### config.mk
export PLATFORM = sky130hd
export DESIGN_NAME = seg7_scan_driver
export DESIGN_NICKNAME = d
export VERILOG_FILES = /design/src/rtl/seg7_scan_driver.sv
export SDC_FILE = /design/constraint.sdc
export NUM_CORES = 1
export LEC_CHECK = 0
export CAP_MARGIN = 15
export CELL_PAD_IN_SITES_DETAIL_PLACEMENT = 0
export CELL_PAD_IN_SITES_GLOBAL_PLACEMENT = 1
export CORE_ASPECT_RATIO = 0.5
export CORE_MARGIN = 2
export CORE_UTILIZATION = 51
export DETAILED_ROUTE_END_ITERATION = 6
export DONT_BUFFER_PORTS = 1
export PLACE_DENSITY_LB_ADDON = 0.15
export SYNTH_ARGS = -nofsm -noshare
export SYNTH_HDL_FRONTEND = slang
export SYNTH_SLANG_ARGS = --single-unit
### constraint.sdc
create_clock -name clk -period 3 [get_ports clk]
set_input_delay 0.3 -clock clk [delete_from_list [all_inputs] [get_ports clk]]
set_output_delay 0.3 -clock clk [all_outputs]
set_load 0.01 [all_outputs]
### src/rtl/seg7_scan_driver.sv
// rtl/seg7_scan_driver.sv - 4-digit multiplexed 7-segment driver with frame snapshot
// Digits are snapshotted once per frame so a frame never mixes old and new values.
module seg7_scan_driver #(
  parameter int DIGIT_TICKS      = 100000,
  parameter bit ANODE_ACTIVE_LOW = 1'b1,
  parameter bit SEG_ACTIVE_LOW   = 1'b1
) (
  input  logic       clk,
  input  logic       rst_n,
  input  logic [3:0] bcd3,
  input  logic [3:0] bcd2,
  input  logic [3:0] bcd1,
  input  logic [3:0] bcd0,
  input  logic       blank_lz,
  input  logic [3:0] dp_sel,
  input  logic       enable,
  output logic [3:0] an,
  output logic [6:0] seg,
  output logic       dp,
  output logic       frame_done
);

  localparam int             PW        = $clog2(DIGIT_TICKS);
  localparam logic [PW-1:0]  LAST_TICK = PW'(DIGIT_TICKS - 1);
  localparam logic [3:0]     AN_OFF    = ANODE_ACTIVE_LOW ? 4'hF : 4'h0;
  localparam logic [6:0]     SEG_OFF   = SEG_ACTIVE_LOW ? 7'h7F : 7'h00;
  localparam logic           DP_OFF    = SEG_ACTIVE_LOW;

  logic [PW-1:0]   r_presc;
  logic [1:0]      r_idx;
  logic [3:0][3:0] r_sh_digit;
  logic            r_sh_blz;
  logic [3:0]      r_sh_dp;
  logic            r_load_pend;
  logic [3:0]      r_an;
  logic [6:0]      r_seg;
  logic            r_dp;
  logic            r_frame_done;

  logic            w_tick;
  logic            w_frame_end;
  logic            w_load;
  logic [3:0]      w_digit;
  logic [6:0]      w_glyph;
  logic [3:0]      w_zero_run;
  logic            w_blank;
  logic [3:0]      w_an_next;
  logic [6:0]      w_seg_next;
  logic            w_dp_next;

  assign w_tick      = enable && (r_presc == LAST_TICK);
  assign w_frame_end = w_tick && (r_idx == 2'd3);
  assign w_load      = enable && (r_load_pend || w_frame_end);
  assign w_digit     = r_sh_digit[r_idx];

  always_comb begin
    w_glyph = 7'h40;
    case (w_digit)
      4'd0: w_glyph = 7'h3F;
      4'd1: w_glyph = 7'h06;
      4'd2: w_glyph = 7'h5B;
      4'd3: w_glyph = 7'h4F;
      4'd4: w_glyph = 7'h66;
      4'd5: w_glyph = 7'h6D;
      4'd6: w_glyph = 7'h7D;
      4'd7: w_glyph = 7'h07;
      4'd8: w_glyph = 7'h7F;
      4'd9: w_glyph = 7'h6F;
      default: w_glyph = 7'h40;
    endcase
  end

  // w_zero_run[k]: digits k..3 all zero; bit 0 forced low so the ones digit always shows.
  always_comb begin
    w_zero_run    = 4'b0000;
    w_zero_run[3] = (r_sh_digit[3] == 4'd0);
    w_zero_run[2] = w_zero_run[3] && (r_sh_digit[2] == 4'd0);
    w_zero_run[1] = w_zero_run[2] && (r_sh_digit[1] == 4'd0);
  end

  assign w_blank = r_sh_blz && w_zero_run[r_idx];

  always_comb begin
    w_an_next  = AN_OFF;
    w_seg_next = SEG_OFF;
    w_dp_next  = DP_OFF;
    if (enable) begin
      w_an_next  = (4'b0001 << r_idx) ^ {4{ANODE_ACTIVE_LOW}};
      w_seg_next = (w_blank ? 7'h00 : w_glyph) ^ {7{SEG_ACTIVE_LOW}};
      w_dp_next  = r_sh_dp[r_idx] ^ SEG_ACTIVE_LOW;
    end
  end

  always_ff @(posedge clk) begin
    if (!rst_n) begin
      r_presc <= '0;
      r_idx   <= 2'd0;
    end else if (enable) begin
      r_presc <= w_tick ? '0 : r_presc + 1'b1;
      if (w_tick) begin
        r_idx <= r_idx + 2'd1;
      end
    end
  end

  always_ff @(posedge clk) begin
    if (!rst_n) begin
      r_sh_digit  <= '0;
      r_sh_blz    <= 1'b0;
      r_sh_dp     <= 4'd0;
      r_load_pend <= 1'b1;
    end else if (w_load) begin
      r_sh_digit  <= {bcd3, bcd2, bcd1, bcd0};
      r_sh_blz    <= blank_lz;
      r_sh_dp     <= dp_sel;
      r_load_pend <= 1'b0;
    end
  end

  always_ff @(posedge clk) begin
    if (!rst_n) begin
      r_an         <= AN_OFF;
      r_seg        <= SEG_OFF;
      r_dp         <= DP_OFF;
      r_frame_done <= 1'b0;
    end else begin
      r_an         <= w_an_next;
      r_seg        <= w_seg_next;
      r_dp         <= w_dp_next;
      r_frame_done <= w_frame_end;
    end
  end

  assign an         = r_an;
  assign seg        = r_seg;
  assign dp         = r_dp;
  assign frame_done = r_frame_done;

endmodule
After elaboration in Yosys (flattened, before gate mapping)

Memories as Yosys holds them, arrays and structs flattened.
Cells that the tools add are included.

Add/sub/neg operators: 2
Bitwise operators: 3
Order comparisons: 1
Mux-type cells: 8
Shift-type cells: 1
Reductions and logical operators: 12
Equal/unequal tests: 2

Operator list:

| operator              | count |
|---|---|
| $add 17x1->17 const B | 1 |
| $eq 17x17->1 const B  | 1 |
| $mux 17               | 1 |
| $logic_not 4->1       | 3 |
| $bmux 4 s2            | 1 |
| $mux 7                | 1 |
| $not 7->7             | 1 |
| $logic_and 1x1->1     | 6 |
| $bmux 1 s2            | 2 |
| $mux 4                | 1 |
| $not 4->4             | 1 |
| $reduce_and 2->1      | 2 |
| $shl 1x2->4 const A   | 1 |
| $lt 2x3->1 const B    | 1 |
| $add 2x1->2 const B   | 1 |
| $eq 2x2->1 const B    | 1 |
| $mux 1                | 2 |
| $logic_or 1x1->1      | 1 |
| $not 1->1             | 1 |

Logic and storage cells: 43
Bits in read-only memories: 112
Memories: 1
Register bits after elaboration: 54
Input port bits: 24
Output and inout port bits: 13

Memory list:

| name             | words | bits a word | rd ports | clocked after Yosys merged registers in | write ports | RTL line | text |
|---|---|---|---|---|---|---|---|
| (name not given) | 16    | 7           | 1        | 0                                       | 0           | 58       | `case (w_digit)` |

Logic depth before layout (Yosys ltp)

Gate-level depths: netlist of the first run.

Word-level depth: 8
Mapped depth: 8
Mapped depth without buffers: 7

Worst setup path after synthesis of the first run

OpenSTA, ideal clock, no wires.

Path kind: reg-to-reg
Start: register r_idx[0]
End: register r_seg[3], in the netlist seg[3]
Clock period less this slack: 2.006 ns
Setup time: 0.140 ns
Arrival: 1.866 ns
Buffers on the path: 1
Slack: 0.994 ns
Required time: 2.860 ns
Cell stages (with the launch flop): 9
Cells stage by stage: dfxtp_1 -> buf_2 -> mux4_2 -> inv_1 -> ha_1 -> inv_1 -> or2_2 -> mux2i_1 -> nand3_1

Longest elaborated chain between the ends: 5
Elaborated cells on any way between the ends: 8
Classes of those cells: mux: 5; bitwise: 1; reduce/logical: 1; memory: 1

Ends and longest elaborated chain:

| element                                                | RTL line | text |
|---|---|---|
| from (decl)                                            | 30       | `logic [1:0] r_idx;` |
| from (signal assigned)                                 | 101      | `r_idx <= r_idx + 2'd1;` |
| $bmux 4 s2 or $bmux 1 s2 (tied branches)               | 54, 81   |  |
| $mux 4 (not written as such) or $mux 1 (tied branches) | 54, 81   |  |
| $mem_v2 16x7 or $logic_and 1x1->1 (tied branches)      | n/a      |  |
| $mux 7 *                                               | 89       | `w_seg_next = (w_blank ? 7'h00 : w_glyph) ^ {7{SEG_ACTIVE_LOW}};` |
| $not 7->7 (no line) *                                  | n/a      |  |
| to (signal assigned)                                   | 128      | `r_seg <= w_seg_next;` |
| to (decl)                                              | 36       | `logic [6:0] r_seg;` |

Mark *: on every way between the ends. The rest lies on a longest branch, timed or not. The select of a mux whose other input is x is not followed.
A chain may end at the register's enable or synchronous reset.

Final worst setup path of the first run

Ends and elaborated chain as after synthesis.

==> metrics.cfg, run 1 <==
[die]
die_h_um=53.7
dieArea_um2=5550
die_w_um=103
core_area_um2=4840
ios=37
num_rows=18
initial_core_util=0.520

[grt]
grt_first_pass_wirelength_um=7650
globalRouteTotalUtil=0.182
overflow=0
antenna_found_initial=0
grt_max_degree=51
grt_pass1_vias=1660

[final_layout]
fill_cells=459
diodes=0
nets=303
syn_to_final_growth_pct=4.57
instances_no_fill=338
drive_above_1_share=0.0896

[synth]
synth_cell_type_count=42
yosysWarnings=0
ys_seq_elements=54
ys_seq_area_frac=0.429
syn_avg_cell_area_um2=9.20
syn-instance-count=274
syn_area_um2=2520
syn-num-nets=308

[clock_network]
cts_sinks=54
ctsHoldBuffers=0
worstSkewPairLatency_ns=0.30
clkTransAtPathRegs_ns=0.09
cts_inserted_buffers=5
cts_max_level=2
cts_root_buffer=clkbuf_8
cts_setup_buffers=0
clk_path_buf_depth=2
cts_tree=yes
ctsResizeCount=0

[timing]
clock-skew-final_ns=0.00793
tightestPinTransition_ns=0.593
maxSlewHeadroom=0.603
timing.setup.tns_ns=0
timing_hold_violations_final=0
maxSlewViolCount=0
rsz0062_at_grt=false
period_minus_slack_ns=2.22
finalCritPeriodShare=0.740
max_freq_mhz=451
setup_viol=0

[power]
p_switching_uw=286
p_clk_frac=0.313
p_leak_uw=0.00103
power_frac_comb=0.077
intPower_uw=972
power_frac_seq=0.610
p_sw_frac=0.227
p_per_area_nw_per_um2=477
ir_drop_mv=0.262

[route]
firstDrtPassIters=4
dr_total_vias=1811
drt_wl_total_um=4580
drc=0
drt-wirelength-per-cell_um=13.5
first_iter_violations=44
viasPerCell=5.36
final_antenna_net_count=0

[placement]
gp_congestion=0.795
portBuffers=0
hpwl_um=3210
dp.cells=332

[critical_path]
cp_max_fo=10
crit_chain=mux4_2 > inv_1 > ha_1 > inv_1 > or2_2 > mux2i_1 > nand3_1
critPathCaptureType=flip-flop
r2r_cells=7
critPathBufInv=2
required_ns=3.16
crit_arrival_ns=2.38
crit_type=flip-flop to flip-flop
slowest_stage=mux4_2
crit_top_cell=inv_1
max_stage_delay_ns=0.64
cp.depth=7
crit_family=multiplexers
cp-start-kind=flip-flop

[worst_hold_path]
whs_path_depth=1
worstHoldPathType=primary input to flip-flop

[status]
status=finished, final reports clean

[run]
cap_violations=0

==> layout make-up <==
cell class / count / area, um2 / share of cell area
sequential: 54 / 1080 / 0.410
timing repair buffer: 2 / 15.0 / 0.00570
tap: 70 / 87.6 / 0.0332
clock buffer: 6 / 82.6 / 0.0313
multi-input combinational: 194 / 1320 / 0.502
inverter: 12 / 45.0 / 0.0171
==> cell families (layout without fill, tap and decap cells) <==
family	count (synthesis)	in the layout	synth area share
AND/OR/NAND/NOR	118	118	0.232
flip-flops	54	54	0.429
multiplexers	29	29	0.141
buffers and inverters	26	20	0.0457
AO/OA/AOI/OAI	25	25	0.0611
XOR/XNOR	12	12	0.0417
adder cells (fa/ha/maj)	10	10	0.0497
==> flip-flops by register name, indices dropped and copies added (netlist names) <==
| name | count |
|---|---|
| r_presc | 17 |
| r_sh_digit | 16 |
| seg | 7 |
| an | 4 |
| r_sh_dp | 4 |
| r_idx | 2 |
| dp | 1 |
| frame_done | 1 |
| r_load_pend | 1 |
| r_sh_blz | 1 |
==> power by group through the flow <==
| stage | logic [uW] | clock network [uW] | registers, uW |
|---|---|---|---|
| after floorplan | 95.9 | 0 | 778 |
| after global placement | 95.4 | 0 | 784 |
| after detailed placement | 97.8 | 0 | 785 |
| after CTS | 98.4 | 407 | 768 |
| final | 96.5 | 393 | 768 |
| after global routing | 109 | 439 | 772 |
==> cell usage after synthesis, drive strengths merged <==
library cell   n  area [um2]
o41a           1        11.3
or3            4        32.5
nor4           4        25.0
xnor2          8        70.1
inv           12        45.0
nand2         56         210
nand4          6        50.0
nor4b          1        8.76
o211ai         4        30.0
nand2b         3        18.8
nor4bb         1        10.0
buf            4        32.5
mux2i         23         230
nor3b          1        7.51
nand3b         1        7.51
mux2           1        11.3
ha            10         125
mux4           5         113
clkbuf        10        37.5
dfxtp         54        1080
o31ai          1        7.51
and4           1        8.76
nand3          9        50.1
and2           2        12.5
o21ai          7        35.0
or4            4        33.8
o2bb2a         1        10.0
xor2           4        35.0
and3           1        7.51
nor2b          1        6.26
a21oi          7        35.0
nor3           4        20.0
nor2          17        63.8
o22ai          4        25.0
or2            2        12.5
==> metal layers <==
layer / vias to the layer above / wire length [um] / track usage
li1: 929 / - / -
met1: 855 / 2270 / 0.231
met2: 23 / 2070 / 0.298
met3: 4 / 200 / 0.0662
met4: 0 / 42 / 0.0482
met5: - / 0 / 0
==> worst paths after layout <==
path,startpoint,end,slack [ns]
max reg2reg,r_idx[0],seg[3],0.78
min reg2reg,r_sh_dp[1],r_sh_dp[1],0.46
min,rst_n,r_load_pend,0.09
max,r_idx[0],seg[3],0.78
==> cell usage in the layout, fill, tap and decap left out, drive strengths merged, types with 3 or more instances in the layout <==
cell | synthesis | final
inv | 12 | 12
xnor2 | 8 | 8
nand4 | 6 | 6
dfxtp | 54 | 54
nor2 | 17 | 17
or4 | 4 | 4
a21oi | 7 | 7
or3 | 4 | 4
ha | 10 | 10
o21ai | 7 | 7
nor4 | 4 | 4
mux2i | 23 | 23
o211ai | 4 | 4
clkbuf | 10 | 6
mux4 | 5 | 5
nor3 | 4 | 4
xor2 | 4 | 4
o22ai | 4 | 4
nand2 | 56 | 56
nand2b | 3 | 3
nand3 | 9 | 9
==> worst register-to-register path, delay by kind of cell (launching register included) <==
kind / cells / cell delay, ns
fa+ha+maj: 1 / 0.15
buf+inv: 2 / 0.17
flops: 1 / 0.62
mux: 2 / 0.77
simple gates: 2 / 0.36
==> metrics by stage <==
stage	total power, uW	setup slack, ns	util	instance area, um2	hold WS [ns]
2_1_floorplan	873	0.994	-	2520	0.426
3_3_place_gp	880	0.847	0.527	2550	0.388
3_5_place_dp	882	0.781	0.527	2550	0.401
4_1_cts	1270	0.753	0.544	2640	0.0842
5_1_grt	1320	0.630	0.544	2640	0.0813
6_report	1260	0.782	0.544	2640	0.0927
(Power assumes the default switching activity.)
==> inputs of run 2 (changes only) <==
--- a/config.mk
+++ b/config.mk
@@ -10,7 +10,7 @@
 export CELL_PAD_IN_SITES_GLOBAL_PLACEMENT = 1
 export CORE_ASPECT_RATIO = 0.5
 export CORE_MARGIN = 2
-export CORE_UTILIZATION = 51
+export CORE_UTILIZATION = 47
 export DETAILED_ROUTE_END_ITERATION = 6
 export DONT_BUFFER_PORTS = 1
 export PLACE_DENSITY_LB_ADDON = 0.15
==> constraint.sdc (replaced) <==
create_clock -name clk -period 2.1 [get_ports clk]
set_input_delay 0.21 -clock clk [delete_from_list [all_inputs] [get_ports clk]]
set_output_delay 0.21 -clock clk [all_outputs]
set_load 0.01 [all_outputs]
==> run 2 against run 1 <==
Non-clock buffer count grew 8. Sequential share of layout area shrank 1.1 points. Setup slack lost 0.63 ns. Critical path depth is the same. Design area grew 2.8%. Flip-flop and latch count is the same. Sequential power grew 43%. Die area grew 8.0%. Largest power group unchanged.
==> metrics.cfg, run 2 (synthesis results as in run 1) <==
[status]
status=finished, final reports clean

[clock_network]
cts_sinks=54  ; unchanged
cts_inserted_buffers=5  ; unchanged
cts_max_level=2  ; unchanged
cts_root_buffer=clkbuf_8
clkTransAtPathRegs_ns=0.09  ; about the same
cts_tree=yes
clk_path_buf_depth=2  ; unchanged
worstSkewPairLatency_ns=0.30  ; about the same
ctsResizeCount=0  ; unchanged

[timing]
clock-skew-final_ns=0.00420  ; -0.00373 ns
timing.setup.tns_ns=0  ; unchanged
rsz0062_at_grt=false
maxSlewViolCount=0  ; unchanged
maxSlewHeadroom=0.597  ; -0.00590
setup_viol=0  ; unchanged
finalCritPeriodShare=0.927  ; +0.188
max_freq_mhz=514  ; +14%
timing_hold_violations_final=0  ; unchanged
period_minus_slack_ns=1.95  ; -0.271 ns
tightestPinTransition_ns=0.601  ; +0.00881 ns

[power]
p_sw_frac=0.230  ; +0.00307
power_frac_comb=0.080  ; +0.003
intPower_uw=1410  ; +45%
p_clk_frac=0.320  ; +0.007
ir_drop_mv=0.257  ; -2.1%
power_frac_seq=0.600  ; -0.010
p_leak_uw=0.00107  ; +4.2%
p_switching_uw=421  ; +47%
p_per_area_nw_per_um2=674  ; +41%

[critical_path]
slowest_stage=mux4_2
cp-start-kind=flip-flop
crit_chain=mux4_2 > inv_1 > ha_1 > inv_1 > or2_2 > mux2i_1 > nand3_1
required_ns=2.27  ; -0.89 ns
crit_top_cell=inv_1
critPathCaptureType=flip-flop
crit_arrival_ns=2.12  ; -0.26 ns
cp_max_fo=3  ; -7
crit_family=multiplexers
crit_type=flip-flop to flip-flop
max_stage_delay_ns=0.57  ; -0.07 ns
critPathBufInv=2  ; unchanged

[route]
final_antenna_net_count=0  ; unchanged
first_iter_violations=39  ; -11%
firstDrtPassIters=4  ; unchanged
drt-wirelength-per-cell_um=13.6  ; +0.25%
drc=0  ; unchanged
dr_total_vias=1826  ; +0.83%
viasPerCell=5.25  ; -2.1%
drt_wl_total_um=4730  ; +3.2%

[die]
core_area_um2=5040  ; +4.2%
initial_core_util=0.500  ; -0.0209
die_w_um=108  ; +4.0%
ios=37  ; unchanged
dieArea_um2=6000  ; +8.0%
num_rows=18  ; unchanged
die_h_um=55.8  ; +3.9%

[grt]
grt_max_degree=51  ; unchanged
antenna_found_initial=0  ; unchanged
grt_pass1_vias=1723  ; +3.8%
overflow=0  ; unchanged
grt_first_pass_wirelength_um=7990  ; +4.4%
globalRouteTotalUtil=0.166  ; -0.0165

[final_layout]
syn_to_final_growth_pct=7.50
regMostFlops=r_presc
instances_no_fill=348  ; +3.0%
diodes=0  ; unchanged
drive_above_1_share=0.112  ; +0.0220
nets=311  ; +2.6%
largest_reg_flops=17  ; unchanged
final_common_cell=nand2_1
final_cell_mix=nand2_1, dfxtp_1, mux2i_1, nor2_1, inv_1

[placement]
hpwl_um=3390  ; +5.6%
dp.cells=336  ; +1.2%
portBuffers=0  ; unchanged
gp_congestion=0.794  ; -0.15%

[worst_hold_path]
worstHoldPathType=primary input to flip-flop

[run]
cap_violations=0  ; unchanged

run 2: cell count changes in the layout (fill, tap and decap cells not counted):
cell,change
buf_4,+6
clkbuf_1,+1
clkinv_2,+1
dlygate4sd3_1,+2
run 2: routing by layer:
layer | global-route usage | wire [um] | vias up
met3 | 0.0550 | 201 | 5
met4 | 0.0275 | 24 | 0
met5 | 0 | 0 | -
met2 | 0.266 | 2190 | 20
li1 | - | - | 942
met1 | 0.222 | 2310 | 859
run 2: area by class of cell:
cell class | instances | area [um2]
clock buffer | 7 | 86.3
clock inverter | 1 | 5.00
fill | 490 | 2340
inverter | 12 | 45.0
multi-input combinational | 194 | 1320
sequential | 54 | 1080
tap | 70 | 87.6
timing repair buffer | 10 | 80.1
run 2: repair_timing:
action | 4_1_cts | 5_1_grt
endpoints found under the setup margin | 0 | 1
hold buffers | 1 | 1
buffers inserted | 0 | 2
endpoints found under the hold margin | 1 | 1
run 2: metrics by stage:
step / setup WS [ns] / total power [uW] / area [um2] / hold slack (ns) / utilization
6_report: 0.153 / 1830 / 2710 / 0.0211 / 0.537
2_1_floorplan: 0.0941 / 1250 / 2520 / 0.349 / -
5_1_grt: 0.0191 / 1920 / 2710 / 0.0211 / 0.537
3_3_place_gp: 0.220 / 1260 / 2580 / 0.294 / 0.512
3_5_place_dp: 0.118 / 1260 / 2580 / 0.307 / 0.512
4_1_cts: 0.0997 / 1850 / 2680 / 0.000249 / 0.532
run 2: final timing paths:
check	startpoint	to	slack, ns	depth (start not counted)
min	enable	r_load_pend	0.02	1
max reg2reg	r_idx[0]	seg[3]	0.15	7
min reg2reg	r_load_pend	r_load_pend	0.46	2
max	r_idx[0]	seg[3]	0.15	7
run 2: power by group through the flow:
stage	sequential, uW	combinational, uW	clock, uW
6_report	1100	146	584
5_1_grt	1100	167	657
4_1_cts	1100	144	606
3_5_place_dp	1120	142	0
3_3_place_gp	1120	137	0
2_1_floorplan	1110	137	0
==> inputs of run 3 (changes only) <==
--- a/config.mk
+++ b/config.mk
@@ -13,7 +13,7 @@
 export CORE_UTILIZATION = 47
 export DETAILED_ROUTE_END_ITERATION = 6
 export DONT_BUFFER_PORTS = 1
-export PLACE_DENSITY_LB_ADDON = 0.15
+export PLACE_DENSITY_LB_ADDON = 0.1
 export SYNTH_ARGS = -nofsm -noshare
 export SYNTH_HDL_FRONTEND = slang
 export SYNTH_SLANG_ARGS = --single-unit
==> run 3 against run 2 <==
Setup slack worse by 0.020 ns. Design area is 0.74% lower. Largest cell class unchanged. Total power is 2.0% lower. Critical path depth stayed put. Count of clock-buffer cells in the layout stayed put. Highest routed layer unchanged. Via count is 0.16% lower. First-iteration DRC count is 38% higher. Hold slack better by 0.0096 ns.
==> metrics.cfg, run 3 (synthesis results as in run 1) <==
[timing]
finalCritPeriodShare=0.937  ; +0.00946
setup_viol=0  ; unchanged
rsz0062_at_grt=false
max_freq_mhz=508  ; -1.0%
maxSlewViolCount=0  ; unchanged
clock-skew-final_ns=0.00224  ; -0.00195 ns
maxSlewHeadroom=0.591  ; -0.00629
period_minus_slack_ns=1.97  ; +0.0199 ns
timing_hold_violations_final=0  ; unchanged
tightestPinTransition_ns=0.611  ; +0.00940 ns
timing.setup.tns_ns=0  ; unchanged

[grt]
overflow=0  ; unchanged
grt_pass1_vias=1720  ; -0.17%
antenna_found_initial=0  ; unchanged
globalRouteTotalUtil=0.172  ; +0.00666
grt_first_pass_wirelength_um=8160  ; +2.2%
grt_max_degree=51  ; unchanged

[power]
ir_drop_mv=0.360  ; +40%
intPower_uw=1370  ; -2.7%
p_total_uw=1790  ; -2.0%
p_switching_uw=422  ; +0.32%
p_sw_frac=0.236  ; +0.00542
p_per_area_nw_per_um2=666  ; -1.3%
power_frac_seq=0.613  ; +0.013
power_frac_comb=0.081  ; about the same
p_leak_uw=0.00105  ; -1.6%
p_clk_frac=0.306  ; -0.014

[clock_network]
cts_sinks=54  ; unchanged
cts_tree=yes
cts_root_buffer=clkbuf_8
ctsHoldBuffers=3  ; +2
clk_path_buf_depth=2  ; unchanged
cts_setup_buffers=0  ; unchanged
cts_inserted_buffers=5  ; unchanged
worstSkewPairLatency_ns=0.31  ; about the same
cts_max_level=2  ; unchanged
ctsResizeCount=0  ; unchanged
clkTransAtPathRegs_ns=0.09  ; about the same

[critical_path]
crit_type=flip-flop to flip-flop
r2r_start=r_idx[0]
cp_max_fo=7  ; +4
slowest_stage=mux4_2
critPathCaptureType=flip-flop
crit_chain=mux4_2 > inv_1 > ha_1 > inv_1 > or2_2 > mux2i_1 > nand3_1
crit_top_cell=inv_1
required_ns=2.27  ; about the same
cp-start-kind=flip-flop
max_stage_delay_ns=0.60  ; +0.03 ns
crit_arrival_ns=2.14  ; +0.02 ns
critPathBufInv=2  ; unchanged
crit_family=multiplexers
startpoint=r_idx[0]

[route]
final_antenna_net_count=0  ; unchanged
drc=0  ; unchanged
first_iter_violations=54  ; +38%
dr_total_vias=1823  ; -0.16%
drt_wl_total_um=4770  ; +0.99%
firstDrtPassIters=4  ; unchanged
viasPerCell=5.27  ; +0.41%
drt-wirelength-per-cell_um=13.8  ; +1.6%

[run]
cap_violations=0  ; unchanged

[final_layout]
drive_above_1_share=0.0978  ; -0.0137
largest_reg_flops=17  ; unchanged
nets=310  ; -0.32%
fill_cells=487  ; -0.61%
design_area_um2=2690  ; -0.74%
diodes=0  ; unchanged
final_cell_mix=nand2_1, dfxtp_1, mux2i_1, nor2_1, inv_1
final_common_cell=nand2_1
regMostFlops=r_presc
syn_to_final_growth_pct=6.70

[placement]
place_area_um2=2580  ; unchanged
portBuffers=0  ; unchanged
hpwl_um=3340  ; -1.5%
gp_congestion=0.764  ; -3.9%

[die]
core_area_um2=5040  ; unchanged
num_rows=18  ; unchanged
dieArea_um2=6000  ; unchanged
initial_core_util=0.500  ; unchanged
ios=37  ; unchanged
die_w_um=108  ; unchanged
die_h_um=55.8  ; unchanged

[status]
status=finished, final reports clean

[worst_hold_path]
worstHoldPathType=primary input to flip-flop
min_from=bcd3[3]

-- run 3: cell types whose count changed in the layout (fill, tap and decap cells not counted) --
| cell | previous run | this run |
|---|---|---|
| buf_4 | 8 | 6 |
| clkbuf_1 | 1 | 2 |
| clkbuf_8 | 6 | 5 |
| clkinv_2 | 1 | 0 |
| dlygate4sd3_1 | 2 | 3 |
-- run 3: path summary, 6_finish.rpt --
path	endpoint	slack, ns	cells past startpoint
max reg2reg	seg[3]	0.13	7
min	r_sh_digit[15]	0.03	2
max	seg[3]	0.13	7
min reg2reg	r_sh_dp[2]	0.47	2
-- run 3: layout make-up --
| type | instances | area, um2 | area share |
|---|---|---|---|
| multi-input combinational | 194 | 1320 | 0.492 |
| inverter | 12 | 45.0 | 0.0168 |
| clock buffer | 7 | 76.3 | 0.0284 |
| sequential | 54 | 1080 | 0.402 |
| tap | 70 | 87.6 | 0.0326 |
| timing repair buffer | 9 | 75.1 | 0.0279 |
-- run 3: routing by layer --
layer	part of all wire	track usage	vias to the layer above
li1	-	-	936
met2	0.44	0.257	25
met1	0.50	0.233	852
met5	0	0	-
met4	0.016	0.0604	0
met3	0.049	0.0585	10
-- run 3: power groups by stage --
stage	Sequential, uW	Combinational, uW	Clock [uW]
2_1_floorplan	1110	137	0
3_3_place_gp	1120	138	0
3_5_place_dp	1120	141	0
4_1_cts	1100	147	574
5_1_grt	1100	162	618
6_report	1100	145	548
-- run 3: per-stage QoR --
| stage | hold slack, ns | cells | setup slack [ns] | util |
|---|---|---|---|---|
| after global routing | 0.0188 | 346 | 0.00902 | 0.533 |
| after detailed placement | 0.296 | 336 | 0.132 | 0.512 |
| after global placement | 0.293 | 336 | 0.220 | 0.512 |
| final | 0.0308 | 346 | 0.133 | 0.533 |
| after floorplan | 0.349 | 274 | 0.0941 | - |
| after CTS | 0.0161 | 346 | 0.117 | 0.533 |
